**config.mk**
```make
export PLATFORM = sky130hd
export DESIGN_NAME = dual_port_ram_pipe_flat
export DESIGN_NICKNAME = d
export VERILOG_FILES = /design/src/rtl/dual_port_ram_pipe_if.sv /design/src/rtl/dual_port_ram_pipe.sv /design/src/flat_wrapper.sv
export SDC_FILE = /design/constraint.sdc
export NUM_CORES = 1
export LEC_CHECK = 0
export CAP_MARGIN = 20
export CORE_UTILIZATION = 30
export DETAILED_ROUTE_END_ITERATION = 8
export SETUP_SLACK_MARGIN = 0.02
export SYNTH_ARGS = -nofsm -noshare
export SYNTH_HDL_FRONTEND = slang
export SYNTH_SLANG_ARGS = --single-unit
export TNS_END_PERCENT = 50
```
**constraint.sdc**
```tcl
create_clock -name CLK -period 6.3 [get_ports CLK]
set_input_delay 1.89 -clock CLK [delete_from_list [all_inputs] [get_ports CLK]]
set_output_delay 1.89 -clock CLK [all_outputs]
set_load 0.02 [all_outputs]
```
**src/rtl/dual_port_ram_pipe_if.sv**
```systemverilog
// Request/response bundle for dual_port_ram_pipe: one write port, one read port and status strobes.
interface dual_port_ram_pipe_if #(
   parameter int unsigned DATA_WIDTH = 8,
   parameter int unsigned LANE_WIDTH = 8,
   parameter int unsigned ADDR_WIDTH = 4
);
   localparam int unsigned NUM_LANES = DATA_WIDTH / LANE_WIDTH;

   logic                  EN_WR;
   logic [ADDR_WIDTH-1:0] ADDR_WR;
   logic [NUM_LANES-1:0]  BE_WR;
   logic [DATA_WIDTH-1:0] D_IN;
   logic                  EN_RD;
   logic [ADDR_WIDTH-1:0] ADDR_RD;
   logic [DATA_WIDTH-1:0] D_OUT;
   logic                  VALID_RD;
   logic                  BUSY;
   logic                  ERR_ADDR;

   modport master (
      output EN_WR, ADDR_WR, BE_WR, D_IN, EN_RD, ADDR_RD,
      input  D_OUT, VALID_RD, BUSY, ERR_ADDR
   );

   modport slave (
      input  EN_WR, ADDR_WR, BE_WR, D_IN, EN_RD, ADDR_RD,
      output D_OUT, VALID_RD, BUSY, ERR_ADDR
   );
endinterface

```
**src/rtl/dual_port_ram_pipe.sv**
```systemverilog
// Simple dual-port RAM with lane write enables, collision mode, 1/2-stage read pipe,
// address range checking and a post-reset clear sweep.
module dual_port_ram_pipe #(
   parameter int unsigned DATA_WIDTH = 8,
   parameter int unsigned LANE_WIDTH = 8,
   parameter int unsigned ADDR_WIDTH = 4,
   parameter int unsigned DEPTH      = 10,
   parameter int unsigned RD_LATENCY = 1,
   parameter int unsigned RW_MODE    = 0
) (
   input logic                 CLK,
   input logic                 RST,
   dual_port_ram_pipe_if.slave bus
);
   localparam int unsigned           NUM_LANES = DATA_WIDTH / LANE_WIDTH;
   localparam logic [ADDR_WIDTH:0]   DEPTH_W   = (ADDR_WIDTH + 1)'(DEPTH);
   localparam logic [ADDR_WIDTH-1:0] LAST      = ADDR_WIDTH'(DEPTH - 1);

   typedef enum logic {StClear, StReady} state_e;

   state_e                state_q;
   logic [ADDR_WIDTH-1:0] clr_cnt_q;
   logic                  busy_q;
   logic [DATA_WIDTH-1:0] mem [DEPTH];

   logic                  wr_in_range, rd_in_range, wr_fire, rd_fire, err_d;
   logic [DATA_WIDTH-1:0] wr_old, wr_merged, rd_word;
   logic [DATA_WIDTH-1:0] d1_q;
   logic                  v1_q, err_q;

   always_comb begin
      wr_in_range = {1'b0, bus.ADDR_WR} < DEPTH_W;
      rd_in_range = {1'b0, bus.ADDR_RD} < DEPTH_W;
      wr_fire     = !busy_q && bus.EN_WR && wr_in_range;
      rd_fire     = !busy_q && bus.EN_RD;
      err_d       = !busy_q && ((bus.EN_WR && !wr_in_range) || (bus.EN_RD && !rd_in_range));
      wr_old      = wr_in_range ? mem[bus.ADDR_WR] : '0;
      wr_merged   = wr_old;
      for (int unsigned k = 0; k < NUM_LANES; k++) begin
         if (bus.BE_WR[k]) begin
            wr_merged[k*LANE_WIDTH +: LANE_WIDTH] = bus.D_IN[k*LANE_WIDTH +: LANE_WIDTH];
         end
      end
      // Out-of-range reads still complete, carrying zero.
      if (!rd_in_range) begin
         rd_word = '0;
      end else if (RW_MODE == 1 && wr_fire && bus.ADDR_WR == bus.ADDR_RD) begin
         rd_word = wr_merged;
      end else begin
         rd_word = mem[bus.ADDR_RD];
      end
   end

   always_ff @(posedge CLK) begin
      if (RST) begin
         state_q   <= StClear;
         clr_cnt_q <= '0;
         busy_q    <= 1'b1;
      end else if (state_q == StClear) begin
         clr_cnt_q <= clr_cnt_q + ADDR_WIDTH'(1);
         if (clr_cnt_q == LAST) begin
            state_q <= StReady;
            busy_q  <= 1'b0;
         end
      end
   end

   // Storage carries no reset; the sweep zeroes it after RST is released.
   always_ff @(posedge CLK) begin
      if (!RST) begin
         if (state_q == StClear) begin
            mem[clr_cnt_q] <= '0;
         end else if (wr_fire) begin
            mem[bus.ADDR_WR] <= wr_merged;
         end
      end
   end

   always_ff @(posedge CLK) begin
      if (RST) begin
         d1_q  <= '0;
         v1_q  <= 1'b0;
         err_q <= 1'b0;
      end else begin
         v1_q  <= rd_fire;
         err_q <= err_d;
         if (rd_fire) begin
            d1_q <= rd_word;
         end
      end
   end

   generate
      if (RD_LATENCY == 2) begin : g_lat2
         logic [DATA_WIDTH-1:0] d2_q;
         logic                  v2_q;

         always_ff @(posedge CLK) begin
            if (RST) begin
               d2_q <= '0;
               v2_q <= 1'b0;
            end else begin
               v2_q <= v1_q;
               if (v1_q) begin
                  d2_q <= d1_q;
               end
            end
         end

         assign bus.D_OUT    = d2_q;
         assign bus.VALID_RD = v2_q;
      end else begin : g_lat1
         assign bus.D_OUT    = d1_q;
         assign bus.VALID_RD = v1_q;
      end
   endgenerate

   assign bus.BUSY     = busy_q;
   assign bus.ERR_ADDR = err_q;
endmodule

```
**src/flat_wrapper.sv**
```systemverilog
// flat-port wrapper written by rule: the top's interface ports become plain ports
module dual_port_ram_pipe_flat 
#(
   parameter int unsigned DATA_WIDTH = 8,
   parameter int unsigned LANE_WIDTH = 8,
   parameter int unsigned ADDR_WIDTH = 4,
   parameter int unsigned DEPTH      = 10,
   parameter int unsigned RD_LATENCY = 1,
   parameter int unsigned RW_MODE    = 0
)
  (CLK, RST, bus_EN_WR, bus_ADDR_WR, bus_BE_WR, bus_D_IN, bus_EN_RD, bus_ADDR_RD, bus_D_OUT, bus_VALID_RD, bus_BUSY, bus_ERR_ADDR);
  dual_port_ram_pipe_if #(.DATA_WIDTH(DATA_WIDTH), .LANE_WIDTH(LANE_WIDTH), .ADDR_WIDTH(ADDR_WIDTH)) bus_i ();
  input logic CLK;
  input logic RST;
  input wire logic [$bits(bus_i.EN_WR)-1:0] bus_EN_WR;
  input wire logic [$bits(bus_i.ADDR_WR)-1:0] bus_ADDR_WR;
  input wire logic [$bits(bus_i.BE_WR)-1:0] bus_BE_WR;
  input wire logic [$bits(bus_i.D_IN)-1:0] bus_D_IN;
  input wire logic [$bits(bus_i.EN_RD)-1:0] bus_EN_RD;
  input wire logic [$bits(bus_i.ADDR_RD)-1:0] bus_ADDR_RD;
  output wire logic [$bits(bus_i.D_OUT)-1:0] bus_D_OUT;
  output wire logic [$bits(bus_i.VALID_RD)-1:0] bus_VALID_RD;
  output wire logic [$bits(bus_i.BUSY)-1:0] bus_BUSY;
  output wire logic [$bits(bus_i.ERR_ADDR)-1:0] bus_ERR_ADDR;
  assign bus_i.EN_WR = bus_EN_WR;
  assign bus_i.ADDR_WR = bus_ADDR_WR;
  assign bus_i.BE_WR = bus_BE_WR;
  assign bus_i.D_IN = bus_D_IN;
  assign bus_i.EN_RD = bus_EN_RD;
  assign bus_i.ADDR_RD = bus_ADDR_RD;
  assign bus_D_OUT = bus_i.D_OUT;
  assign bus_VALID_RD = bus_i.VALID_RD;
  assign bus_BUSY = bus_i.BUSY;
  assign bus_ERR_ADDR = bus_i.ERR_ADDR;
  dual_port_ram_pipe #(.DATA_WIDTH(DATA_WIDTH), .LANE_WIDTH(LANE_WIDTH), .ADDR_WIDTH(ADDR_WIDTH), .DEPTH(DEPTH), .RD_LATENCY(RD_LATENCY), .RW_MODE(RW_MODE)) u_core (.CLK(CLK), .RST(RST), .bus(bus_i));
endmodule
```
==> metrics.csv, run 1 <==
metric;value;unit
p_sw_frac;0.1945;
power_density;277.3;nW/µm²
setup-tns-final;0;ps
tightest_slew;1261;ps
first_global_vias;2226;
antenna_left;0;
fin_nets;311;
clockBufferDepth;2;
dieArea;13720;µm²
dp_slack;1385;ps
critical_path_class;in2reg;
antenna_cells;0;
drcViolationCount;0;
use_met2;0.2106;
max_cap_violations;0;
cts_tree;built;
rsz0062_at_grt;false;
antenna_found_initial;0;
p_comb_frac;0.050;
worst-path-buf-inv;1;
cts_inserted_buffers;9;
initial_core_util;0.3114;
r2r_slack;3590;ps
ys_ff_latch;96;
grt_use_met3;0.03502;
slew_violations;0;
io_pins;32;
finalSetupViolations;0;
synth-edff-count;80;
fin_crit;4580;ps
syn_to_final_growth;20.70;%
power.clock.fraction;0.423;
track_usage;0.1359;
grt_max_degree;31;
numPortBuffers;31;
synth.avg_cell_area;15.66;µm²
hold_viol_final;0;
wl_per_cell;18.00;µm
final_common_cell;edfxtp_1;
cts_setup_buffers;0;
synthFlopType;edfxtp_1;
drtPass1Iterations;4;
clock_sinks;96;
place_hpwl;5416;µm
synth_cell_types;38;
fmax;218.3;MHz
root_buffer;clkbuf_16;
seq_area;2723;µm²
final_cell_mix;80 x edfxtp_1, 31 x clkdlybuf4s50_1, 17 x mux2_2;
sequentialPowerShare;0.527;
drt-initial-drc-count;116;
crit_required;6250;ps
row_count;41;
async_flop_share;0;
fin_crit_sh;0.7271;
synthCells;254;
slowest_stage;a22oi_1;
start_kind;input port;
internal-power;1.072;mW
clk-insertion-delay-late;340;ps
status;finished, final reports clean;
synth_seq_area_share;0.6845;
path_max_fanout;14;
grt-ovfl-total;0;
cp_data_arrival_time;4530;ps
end_kind;register;
postCtsResizedCells;0;
holdBufCountCts;0;
die_w;117.1;µm
fillerInstances;1189;
drt_wl_total;8369;µm
path_delay_family;simple AND/OR/NAND/NOR gates;
grt_pass1_wl;12870;µm
p_sw;258.9;µW
syn-cell-area;3978;µm²
hold_path.class;reg2reg;
ctsHtreeMaxLevel;3;
grt_most_used_layer;met2;
fin_skew;4.403;ps
crit_start;RST;
crit_chain;clkdlybuf4s50_1 > or3b_1 > or4_4 > a22oi_1;
vias_per_cell;4.940;
peakVddDrop;131.3;µV
p_leak;1.379;nW
relSlewSlack;0.1591;
drive_above_1_share;0.1706;
clkSlewWorstSetupHoldPaths;60;ps
die_h;117.1;µm
rr_startpoint;u_core.bus.BUSY;
grtUsageMet1;0.1807;
syn-num-nets;277;
multi_input_area;1175;µm²
core;12770;µm²
setup_slack;1720;ps
place_congestion;0.7849;
num_vias;2297;
min_from;u_core.bus.D_OUT[3];
slowest_delay;860;ps
ys_warn_count;0;
-- flip-flops by register name, summed over array words and instances, names as in the netlist --
register             cells
u_core.bus.VALID_RD      1
u_core.state_q           1
u_core.bus.D_OUT         8
u_core.bus.ERR_ADDR      1
u_core.clr_cnt_q         4
u_core.mem              80
u_core.bus.BUSY          1
-- stage by stage --
step / total power, mW / utilization / area (µm²) / instances / hold WS, ps
after floorplan: 0.7512 / - / 3978 / 254 / 494.4
after global placement: 0.7820 / 0.3513 / 4487 / 449 / 516.4
after detailed placement: 0.7824 / 0.3513 / 4487 / 449 / 514.4
after CTS: 1.343 / 0.3758 / 4801 / 465 / 523.9
after global routing: 1.373 / 0.3758 / 4801 / 465 / 556.3
final: 1.331 / 0.3758 / 4801 / 465 / 517.4
-- cells in the mapped netlist (3+ instances only) --
cell type | count | share of area
and2_1 | 9 | 0.014
dfxtp_1 | 16 | 0.081
o221ai_1 | 6 | 0.013
mux4_2 | 10 | 0.057
mux2i_1 | 3 | 0.0075
o2111ai_1 | 5 | 0.011
mux2_2 | 17 | 0.048
o21ai_0 | 3 | 0.0038
o311ai_0 | 4 | 0.0088
nor2_1 | 9 | 0.0085
a22oi_1 | 10 | 0.019
nand2_1 | 5 | 0.0047
o2bb2ai_1 | 3 | 0.0066
nor2b_1 | 5 | 0.0079
nand2b_1 | 3 | 0.0047
inv_1 | 11 | 0.010
nand3_1 | 13 | 0.016
edfxtp_1 | 80 | 0.60
nand3b_1 | 6 | 0.011
clkbuf_1 | 7 | 0.0066
nand4_1 | 4 | 0.0063
-- worst min-delay path, cell delays in order (launching register included) --
cell and delay [ps]:
dfxtp_1 310, inv_1 50, o221ai_1 110
-- worst paths after layout --
check | endpoint | depth (start not counted)
worst max register to register | u_core.mem[3][3] | 3
worst max-delay path | u_core.mem[3][3] | 4
worst min register to register | u_core.bus.D_OUT[3] | 2
worst min-delay path | u_core.bus.D_OUT[3] | 2
-- final cells by class --
class,count,area share
multi-input cells,136,0.2447
inverters,11,0.008600
clock inverters,6,0.01772
repair buffers,34,0.06933
clock buffers,10,0.04769
flip-flops and latches,96,0.5671
well taps,172,0.04483
-- power by group through the flow --
| stage | clock network [mW] | logic (mW) | registers (mW) |
|---|---|---|---|
| after global placement | 0 | 0.0675 | 0.714 |
| after floorplan | 0 | 0.0386 | 0.713 |
| after global routing | 0.598 | 0.0731 | 0.702 |
| after detailed placement | 0 | 0.0674 | 0.715 |
| final | 0.563 | 0.0672 | 0.701 |
| after CTS | 0.574 | 0.0678 | 0.701 |
-- metal layers --
| layer | wire, µm | up-vias |
|---|---|---|
| met1 | 3770 | 1124 |
| li1 | - | 1077 |
| met3 | 526 | 11 |
| met4 | 153 | 0 |
| met2 | 3918 | 85 |
| met5 | 0 | - |
-- kinds of logic (layout without fill, tap and decap cells) --
family	count (synthesis)	count (layout)	synth area share
fa+ha+maj	2	2	0.006290
buf+inv	22	61	0.02170
mux	30	30	0.1123
flops	96	96	0.6845
xor+xnor	3	3	0.006607
simple gates	65	65	0.09783
compound gates	36	36	0.07078
Note: power is estimated with default switching activity, not from simulation.
==> inputs of run 2 (changes only) <==
==> constraint.sdc (replaced) <==
create_clock -name CLK -period 4.45 [get_ports CLK]
set_input_delay 1.335 -clock CLK [delete_from_list [all_inputs] [get_ports CLK]]
set_output_delay 1.335 -clock CLK [all_outputs]
set_load 0.02 [all_outputs]
==> run 2 against run 1 <==
  * Die area is the same
  * Critical path type unchanged
  * Highest routed layer unchanged
  * Clock power grew 33%
  * Hold slack gained 9.4 ps
  * Flip-flop and latch count stayed put
  * Sequential power up 42%
==> metrics.csv, run 2 (synthesis results as in run 1) <==
metric;value;unit
critical_path_class;in2reg;
track_usage;0.1393;
final_cell_mix;80 x edfxtp_1, 31 x clkdlybuf4s50_1, 17 x mux2_2;
cp_data_arrival_time;3470;ps
row_count;41;
clkSlewWorstSetupHoldPaths;60;ps
clk-insertion-delay-late;330;ps
io_pins;32;
wl_per_cell;18.33;µm
grt_pass1_wl;13490;µm
drt_wl_total;8650;µm
crit_required;4410;ps
grt-ovfl-total;0;
start_kind;input port;
holdBufCountCts;0;
end_kind;register;
cts_inserted_buffers;9;
clockBufferDepth;2;
slowest_delay;720;ps
core;12770;µm²
rsz0062_at_grt;false;
fmax;284.2;MHz
fin_crit_sh;0.7907;
finalSetupViolations;0;
initial_core_util;0.3114;
first_global_vias;2289;
numPortBuffers;31;
final_core_util;0.3778;
slew_violations;0;
drt-initial-drc-count;128;
clock_sinks;96;
place_hpwl;6005;µm
fin_crit;3519;ps
slowest_stage;a22oi_1;
largest_register_ffs;80;
peakVddDrop;212.8;µV
drtPass1Iterations;5;
num_vias;2376;
status;finished, final reports clean;
syn_to_final_growth;21.33;%
power_density;381.0;nW/µm²
max_flop_register;u_core.mem;
drcViolationCount;0;
crit_chain;clkdlybuf4s50_1 > or3b_1 > or4_4 > a22oi_1;
path_max_fanout;8;
die_w;117.1;µm
p_leak;1.411;nW
fin_nets;318;
die_h;117.1;µm
place_congestion;0.9351;
max_cap_violations;0;
hold_path.class;reg2reg;
antenna_found_initial;0;
root_buffer;clkbuf_16;
worst-path-buf-inv;1;
ctsHtreeMaxLevel;3;
tightest_slew;976.8;ps
hold_viol_final;0;
postCtsResizedCells;0;
vias_per_cell;5.034;
dieArea;13720;µm²
antenna_left;0;
setup-tns-final;0;ps
drive_above_1_share;0.1867;
final_common_cell;edfxtp_1;
cts_tree;built;
cts_setup_buffers;0;
relSlewSlack;0.3488;
grt_max_degree;31;
path_delay_family;simple AND/OR/NAND/NOR gates;
fin_skew;8.067;ps
antenna_cells;0;
[run 2: worst min-delay path: cells and delay by family (launching register included)]
family,cells,cell delay (ps)
AOI/OAI and AO/OA,1,110
buffers and inverters,1,50
DFF,1,310
[run 2: where the power goes]
| part | switching [mW] | internal, mW |
|---|---|---|
| clock | 0.317 | 0.433 |
| combinational | 0.0502 | 0.0466 |
| sequential | 0.00858 | 0.984 |
[run 2: routing by layer]
metal  wire length, µm  GRT usage  part of all wire
met1              3982     0.1945              0.46
met2              4237     0.2220              0.49
met3               339    0.02420             0.039
met4                89    0.04304             0.010
met5                 0          0                 0
[run 2: final timing paths]
path                  startpoint                   to  slack [ps]  cells past startpoint
min          u_core.bus.D_OUT[1]  u_core.bus.D_OUT[1]         530                      2
max reg2reg      u_core.bus.BUSY     u_core.mem[0][5]        1960                      3
min reg2reg  u_core.bus.D_OUT[1]  u_core.bus.D_OUT[1]         530                      2
max                          RST     u_core.mem[0][5]         930                      4
[run 2: final cells by class]
class / count / area [µm²]
inverter: 11 / 41.29
clock buffer: 10 / 229.0
tap: 172 / 215.2
multi-input combinational: 136 / 1175
fill: 1202 / 7948
sequential: 96 / 2723
timing repair buffer: 41 / 385.4
clock inverter: 6 / 57.56
[run 2: through the flow]
step / hold slack, ps / worst slack (ps) / cells / total power, mW / area (µm²)
after global placement: 520.4 / 644.4 / 456 / 1.107 / 4539
after detailed placement: 526.2 / 583.9 / 456 / 1.109 / 4539
after CTS: 535.9 / 941.4 / 472 / 1.847 / 4826
after global routing: 558.3 / 752.2 / 472 / 1.891 / 4826
after floorplan: 494.4 / 1248 / 254 / 1.064 / 3978
final: 526.8 / 931.4 / 472 / 1.839 / 4826
